**src/rtl/seg7_scan_out.sv**
```systemverilog
// Bus-writable eight-digit common-anode 7-segment scanner with register readback.
// A prescaler advances the digit counter; anode and segment pins are registered together.
module seg7_scan_out #(
  parameter int unsigned SCAN_DIV = 50000
) (
  input  logic        segclk,
  input  logic        segrst,
  input  logic        segaddrcs,
  input  logic        segwrite,
  input  logic        segread,
  input  logic [1:0]  segaddr,
  input  logic [15:0] segwdata,
  output logic [15:0] segrdata,
  output logic [7:0]  seg_o,
  output logic [7:0]  an_o
);

  localparam logic [15:0] DIV_LAST = 16'(SCAN_DIV - 1);

  logic [15:0] presc_q, presc_d;
  logic [2:0]  digit_q, digit_d;
  logic [15:0] data_lo_q, data_lo_d;
  logic [15:0] data_hi_q, data_hi_d;
  logic [15:0] ctrl_q, ctrl_d;
  logic [15:0] rdata_q, rdata_d;
  logic [7:0]  seg_q, seg_d;
  logic [7:0]  an_q, an_d;

  logic        presc_wrap;
  logic        wr_en;
  logic        rd_en;
  logic [31:0] data_all;
  logic [3:0]  nibble;
  logic [15:0] rd_mux;

  function automatic logic [6:0] hex7(input logic [3:0] v);
    logic [6:0] s;
    case (v)
      4'h0: s = 7'h40;
      4'h1: s = 7'h79;
      4'h2: s = 7'h24;
      4'h3: s = 7'h30;
      4'h4: s = 7'h19;
      4'h5: s = 7'h12;
      4'h6: s = 7'h02;
      4'h7: s = 7'h78;
      4'h8: s = 7'h00;
      4'h9: s = 7'h10;
      4'hA: s = 7'h08;
      4'hB: s = 7'h03;
      4'hC: s = 7'h46;
      4'hD: s = 7'h21;
      4'hE: s = 7'h06;
      default: s = 7'h0E;
    endcase
    return s;
  endfunction

  always_comb begin
    presc_wrap = (presc_q == DIV_LAST);
    presc_d    = presc_wrap ? '0 : presc_q + 16'd1;
    digit_d    = presc_wrap ? digit_q + 3'd1 : digit_q;

    wr_en = segaddrcs && segwrite;
    rd_en = segaddrcs && segread;

    data_lo_d = data_lo_q;
    data_hi_d = data_hi_q;
    ctrl_d    = ctrl_q;
    if (wr_en) begin
      case (segaddr)
        2'd0:    data_lo_d = segwdata;
        2'd1:    data_hi_d = segwdata;
        2'd2:    ctrl_d    = segwdata;
        default: ;
      endcase
    end

    // Readback uses pre-write register values, so a same-edge read returns the old data.
    case (segaddr)
      2'd0:    rd_mux = data_lo_q;
      2'd1:    rd_mux = data_hi_q;
      2'd2:    rd_mux = ctrl_q;
      default: rd_mux = '0;
    endcase
    rdata_d = rd_en ? rd_mux : rdata_q;

    data_all = {data_hi_q, data_lo_q};
    nibble   = data_all[{digit_q, 2'b00} +: 4];
    seg_d    = {~ctrl_q[{1'b1, digit_q}], hex7(nibble)};
    an_d     = ctrl_q[{1'b0, digit_q}] ? ~(8'h01 << digit_q) : '1;
  end

  always_ff @(posedge segclk) begin
    if (segrst) begin
      presc_q   <= '0;
      digit_q   <= '0;
      data_lo_q <= '0;
      data_hi_q <= '0;
      ctrl_q    <= 16'h00FF;
      rdata_q   <= '0;
      seg_q     <= '1;
      an_q      <= '1;
    end else begin
      presc_q   <= presc_d;
      digit_q   <= digit_d;
      data_lo_q <= data_lo_d;
      data_hi_q <= data_hi_d;
      ctrl_q    <= ctrl_d;
      rdata_q   <= rdata_d;
      seg_q     <= seg_d;
      an_q      <= an_d;
    end
  end

  assign segrdata = rdata_q;
  assign seg_o    = seg_q;
  assign an_o     = an_q;

endmodule

```
**config.mk**
```make
export PLATFORM = sky130hd
export DESIGN_NAME = seg7_scan_out
export DESIGN_NICKNAME = d
export VERILOG_FILES = /design/src/rtl/seg7_scan_out.sv
export SDC_FILE = /design/constraint.sdc
export NUM_CORES = 1
export LEC_CHECK = 0
export CORE_ASPECT_RATIO = 2
export CORE_MARGIN = 2
export CORE_UTILIZATION = 40
export CTS_BUF_LIST = sky130_fd_sc_hd__clkbuf_2
export DETAILED_ROUTE_END_ITERATION = 8
export GPL_ROUTABILITY_DRIVEN = 1
export PLACE_DENSITY = 0.66
export SLEW_MARGIN = 20
export SYNTH_ARGS = -nofsm -noshare
export SYNTH_HDL_FRONTEND = slang
export SYNTH_SLANG_ARGS = --single-unit
```
**constraint.sdc**
```tcl
create_clock -name segclk -period 2.88 [get_ports segclk]
set_input_delay 0.288 -clock segclk [delete_from_list [all_inputs] [get_ports segclk]]
set_output_delay 0.288 -clock segclk [all_outputs]
set_load 0.02 [all_outputs]
```
==> out/results.ini, run 1 <==
[power_and_ir_drop]
peakVddDrop_mv=0.200
p_total_mw=2.37
p_per_area_nw_per_um2=455
p_leak_nw=1.93

[grt]
grt_pass1_vias=3648
antenna_found_initial=1
grt_pass1_wl_um=18400
grt_usage_pct=19.8
grt_max_degree=68
grt-ovfl-total=0

[route]
first_pass_iters=4
top_layer_used=met4
drcViolationCount=0
wl_per_cell_um=16.4
met3RoutedLength_um=378
ant_nets=0
drt_iter0_markers=188
wl_met1_um=4010
viasPerCell=5.28
via_count=3726
wirelength_um=11600
wl_met2_um=6700

[timing]
setup_viol=0
slew_headroom_pct=53.1
grt_setup_unrepaired=no
finalHoldViolCount=0
finalCritPeriodShare_pct=83.6
fin_skew_ns=0.0489
period_needed_ns=2.41
max_freq_mhz=415
fin_setup_tns_ns=0
slew_viol_final=0
worstMarginPinSlew_ns=0.704

[logic_synthesis]
synth_seq_area_share_pct=44.6
syn_area_um2=4450
synth_top_family_by_area=simple AND/OR/NAND/NOR gates
yosysWarningCount=0
synthAdderAreaFrac_pct=3.66
synth_compound_area_share_pct=12.2
ys_async_sr_fraction_pct=0
yosys_register_bits=99
syn_area_per_cell_um2=8.60
synthMuxAreaShare_pct=11.5
synth-main-ff-cell=dfxtp_1
syn-num-nets=553
synthDistinctLibCells=46
synth_edf_count=0
synth_cells=517
synth_xor_area_share_pct=3.15
synthSimpleGateAreaFrac_pct=20.9

[clock_tree]
h-tree-depth=3
insertion_delay_ns=0.61
clkSinkCount=99
cts_buffers=9
cts_tree=yes
clock_path_buffers=2
root_buffer=clkbuf_2
clk_pin_slew_ns=0.27
post_cts_resized=0
hold_buffers=0
cts_setup_buffers=0

[worst_setup_path]
cp-start-kind=flop
required_ns=3.35
ff2ff_path_depth=8
cp_slowest_cell=mux4_2
critical_path_arrival_ns=2.87
endpoint_kind=flop
cp_common_cell=inv_1
crit_type=reg -> reg
crit_chain=mux4_2 -> mux2i_4 -> inv_1 -> ha_1 -> inv_1 -> nor3_1 -> a2111oi_0 -> a41oi_1
slowest_delay_ns=0.58
path_max_fanout=8

[floorplanning]
die_w_um=78.5
die-area_um2=12000
die_y_um=153
pin_count=55
core_area_um2=10900
initial_utilization_pct=40.9
std_cell_rows=54

[final_layout]
regArea_um2=1980
nets=596
multi_input_area_um2=2290
final_cell_mix=119 x nand2_1, 99 x dfxtp_1, 59 x a21oi_1, 58 x nor2_1, 53 x clkdlybuf4s50_1
layout_commonest_cell=nand2_1
drive_above_1_share_pct=7.79
synthToLayoutAreaGrowth_pct=17.2
filler_cell_count=1068

[placement]
port_buffers=54
gp_congestion=0.869
dp_hpwl_um=8720

[run_status]
status=completed

[worst_hold_path]
whs_path_depth=3
min_path_type=in -> reg

[run]
max_cap_viol_count=0

## area by class of cell
| class | count | area share [%] |
|---|---|---|
| multi-input cells | 377 | 43.9 |
| flip-flops and latches | 99 | 38.0 |
| repair buffers | 65 | 11.9 |
| well taps | 140 | 3.36 |
| clock inverters | 7 | 1.34 |
| clock buffers | 9 | 0.865 |
| inverters | 8 | 0.576 |
| diodes | 1 | 0.0480 |
## per-layer routing
layer,GRT usage [%],vias to the layer above
met5,0,-
met4,9.69,0
met3,2.42,27
met2,38.8,98
met1,19.6,1753
li1,-,1848
## through the flow
step	util, %	cell area [um2]	hold slack, ns	setup slack (ns)	instances
final	47.9	5210	0.152	0.472	706
after global routing	47.9	5210	0.131	0.236	706
after CTS	47.9	5210	0.131	0.449	705
after detailed placement	46.8	5090	0.456	0.500	689
after global placement	46.8	5090	0.442	0.598	689
after floorplan	-	4450	0.412	0.410	517
## state kept, by name, indices dropped and copies added (netlist names)
| name | flops |
|---|---|
| seg_o | 8 |
| digit_q | 3 |
| presc_q | 16 |
| data_lo_q | 16 |
| segrdata | 16 |
| data_hi_q | 16 |
| an_o | 8 |
| ctrl_q | 16 |
## path summary, 6_finish.rpt
| check | start | end | slack, ns |
|---|---|---|---|
| worst max-delay path | digit_q[0]$_SDFFE_PP0N_ | seg_o[3]$_SDFF_PP1_ | 0.47 |
| worst min-delay path | segrst | seg_o[7]$_SDFF_PP1_ | 0.15 |
| worst max register to register | digit_q[0]$_SDFFE_PP0N_ | seg_o[3]$_SDFF_PP1_ | 0.47 |
| worst min register to register | ctrl_q[10]$_SDFFE_PP0P_ | ctrl_q[10]$_SDFFE_PP0P_ | 0.49 |
## cell families (layout without fill, tap and decap cells)
logic type / Yosys count / count (layout)
AOI/OAI and AO/OA: 90 / 90
xor gates and xnor gates: 16 / 16
adders and majority gates: 13 / 13
buffers and inverters: 41 / 89
DFF: 99 / 99
muxes: 36 / 36
other: 0 / 1
and+or+nand+nor: 222 / 222
## worst max-delay path: cells and delay by family, from the launching register on
family / cells / cell delay [ns]
flops: 1 / 0.56
mux: 2 / 0.85
compound gates: 2 / 0.42
fa+ha+maj: 1 / 0.19
buf+inv: 2 / 0.19
simple gates: 1 / 0.07
## Yosys cell counts, types with 2 or more instances
cell type,count,share of area [%]
inv_1,6,0.51
a221o_1,3,0.68
mux4_2,10,5.1
mux2i_4,2,1.0
ha_1,13,3.7
and3_1,6,0.84
dfxtp_1,99,45
buf_1,2,0.17
nand3_1,18,2.0
a21oi_1,59,6.6
a211oi_1,17,2.9
mux2i_1,22,5.0
nor2_1,58,4.9
xor2_1,8,1.6
buf_6,2,0.51
or3_1,2,0.28
nor3_1,4,0.45
nor2b_1,3,0.42
and2_1,2,0.28
buf_2,3,0.34
nand4_1,3,0.42
nand2_1,119,10
clkbuf_1,25,2.1
xnor2_1,8,1.6
a41oi_1,2,0.39
## where the power goes
group	internal, mW	switching [mW]	total (mW)
Combinational	0.115	0.150	0.265
Sequential	1.42	0.0245	1.44
Clock	0.142	0.520	0.662
Power figures use the tool's default switching activity.
==> run 2: changes to the inputs <==
==> constraint.sdc (replaced) <==
create_clock -name segclk -period 2.35 [get_ports segclk]
set_input_delay 0.235 -clock segclk [delete_from_list [all_inputs] [get_ports segclk]]
set_output_delay 0.235 -clock segclk [all_outputs]
set_load 0.02 [all_outputs]
==> out/results.ini, run 2 (synthesis gave the netlist of run 1 again) <==
[timing]
hold_ws_ns=0.0641
finalHoldViolCount=0
worstMarginPinSlew_ns=0.700
grt_setup_unrepaired=no
fin_skew_ns=0.0415
max_freq_mhz=461
fin_setup_tns_ns=0
finalCritPeriodShare_pct=92.3
slew_viol_final=0
slew_headroom_pct=53.3
period_needed_ns=2.17
setup_viol=0

[grt]
grt-ovfl-total=0
grt_usage_pct=20.0
grt_max_degree=68
grt_pass1_wl_um=18400
antenna_found_initial=1
grt_pass1_vias=3715

[floorplanning]
die_y_um=153
std_cell_rows=54
die_w_um=78.5
die-area_um2=12000
pin_count=55
initial_utilization_pct=40.9
core_area_um2=10900

[final_layout]
synthToLayoutAreaGrowth_pct=18.7
stdcell_count=711
design_area_um2=5280
layout_commonest_cell=nand2_1
final_cell_mix=119 x nand2_1, 98 x dfxtp_1, 59 x a21oi_1, 58 x nor2_1, 53 x clkdlybuf4s50_1
drive_above_1_share_pct=8.77
nets=601

[clock_tree]
root_buffer=clkbuf_2
insertion_delay_ns=0.58
hold_buffers=0
cts_buffers=9
clk_pin_slew_ns=0.28
clkSinkCount=99
clock_path_buffers=2
cts_tree=yes
post_cts_resized=0
cts_setup_buffers=0
h-tree-depth=3

[route]
drt_iter0_markers=200
drcViolationCount=0
ant_nets=0
wl_met1_um=3900
met3RoutedLength_um=377
wl_met2_um=6420
top_layer_used=met4
first_pass_iters=4
via_count=3728
wirelength_um=11500
viasPerCell=5.24
wl_per_cell_um=16.2

[worst_setup_path]
cp-start-kind=flop
critical_path_arrival_ns=2.62
ff2ff_path_depth=8
required_ns=2.80
endpoint_kind=flop
crit_type=reg -> reg
path_max_fanout=6

[run_status]
status=completed

[power_and_ir_drop]
internal_power_mw=2.13
peakVddDrop_mv=0.272
p_leak_nw=1.95
power_switching_mw=0.794
p_seq_share_pct=60.4
p_per_area_nw_per_um2=554
pwr-share-comb_pct=11.3
swShare_pct=27.2
power_frac_clock_pct=28.4

[placement]
placed_area_um2=5150
gp_congestion=0.928
port_buffers=54
dp_hpwl_um=8870
dpl.cell_count=694

[worst_hold_path]
min_path_type=in -> reg
whs_path_depth=4

[run]
max_cap_viol_count=0

-- run 2: cell types whose count changed in the layout (fill, tap and decap cells not counted), sizes merged --
cell      previous run  this run
buf                 12        17
bufinv               0         1
clkbuf               9        10
clkinvlp             0         1
inv                 11         8
-- run 2: worst max-delay path, cell delays in order, from the launching register on --
cell and delay [ns]:
dfxtp_4 0.45, mux4_2 0.53, mux2i_4 0.20, inv_1 0.11, ha_1 0.20, inv_1 0.09
nor3_1 0.08, a2111oi_0 0.36, a41oi_1 0.08
-- run 2: cell type report --
cell class	count	area [um2]
Multi-Input combinational cell	377	2300
Sequential cell	99	1990
Tap cell	140	175
Fill cell	1075	5600
Inverter	8	30.0
Clock inverter	6	63.8
Antenna cell	1	2.50
Clock buffer	10	50.0
Timing Repair Buffer	70	668
-- run 2: power groups by stage --
stage / logic [mW] / clock network (mW) / registers, mW
final: 0.330 / 0.829 / 1.76
after global routing: 0.354 / 0.913 / 1.77
after CTS: 0.332 / 0.850 / 1.77
after detailed placement: 0.332 / 0 / 1.80
after global placement: 0.328 / 0 / 1.79
after floorplan: 0.147 / 0 / 1.82
-- run 2: final timing paths --
path                         startpoint                    endpoint  slack (ns)
min reg2reg  data_hi_q[12]$_SDFFE_PP0P_  data_hi_q[12]$_SDFFE_PP0P_        0.49
max reg2reg     digit_q[0]$_SDFFE_PP0N_         seg_o[3]$_SDFF_PP1_        0.18
min                              segrst      ctrl_q[3]$_SDFFE_PP1P_        0.06
max             digit_q[0]$_SDFFE_PP0N_         seg_o[3]$_SDFF_PP1_        0.18
-- run 2: metal layers --
metal | up-vias | track usage, %
met2 | 94 | 37.0
met1 | 1740 | 19.1
met3 | 35 | 2.54
met5 | - | 0
li1 | 1859 | -
met4 | 0 | 16.0
-- run 2: per-stage QoR --
step | worst slack (ns) | util [%] | power (mW)
finish | 0.180 | 48.5 | 2.92
global route | 0.0270 | 48.5 | 3.04
global placement | 0.113 | 47.4 | 2.12
floorplan | 0.00585 | - | 1.97
CTS | 0.0256 | 48.4 | 2.95
detailed placement | 0.0463 | 47.4 | 2.13
==> run 3: changes to the inputs <==
--- a/config.mk
+++ b/config.mk
@@ -12,7 +12,7 @@
 export DETAILED_ROUTE_END_ITERATION = 8
 export GPL_ROUTABILITY_DRIVEN = 1
 export PLACE_DENSITY = 0.66
-export SLEW_MARGIN = 20
+export SLEW_MARGIN = 15
 export SYNTH_ARGS = -nofsm -noshare
 export SYNTH_HDL_FRONTEND = slang
 export SYNTH_SLANG_ARGS = --single-unit
==> results of run 3 <==
Final layout, timing and power as in run 2 (identical DEF).
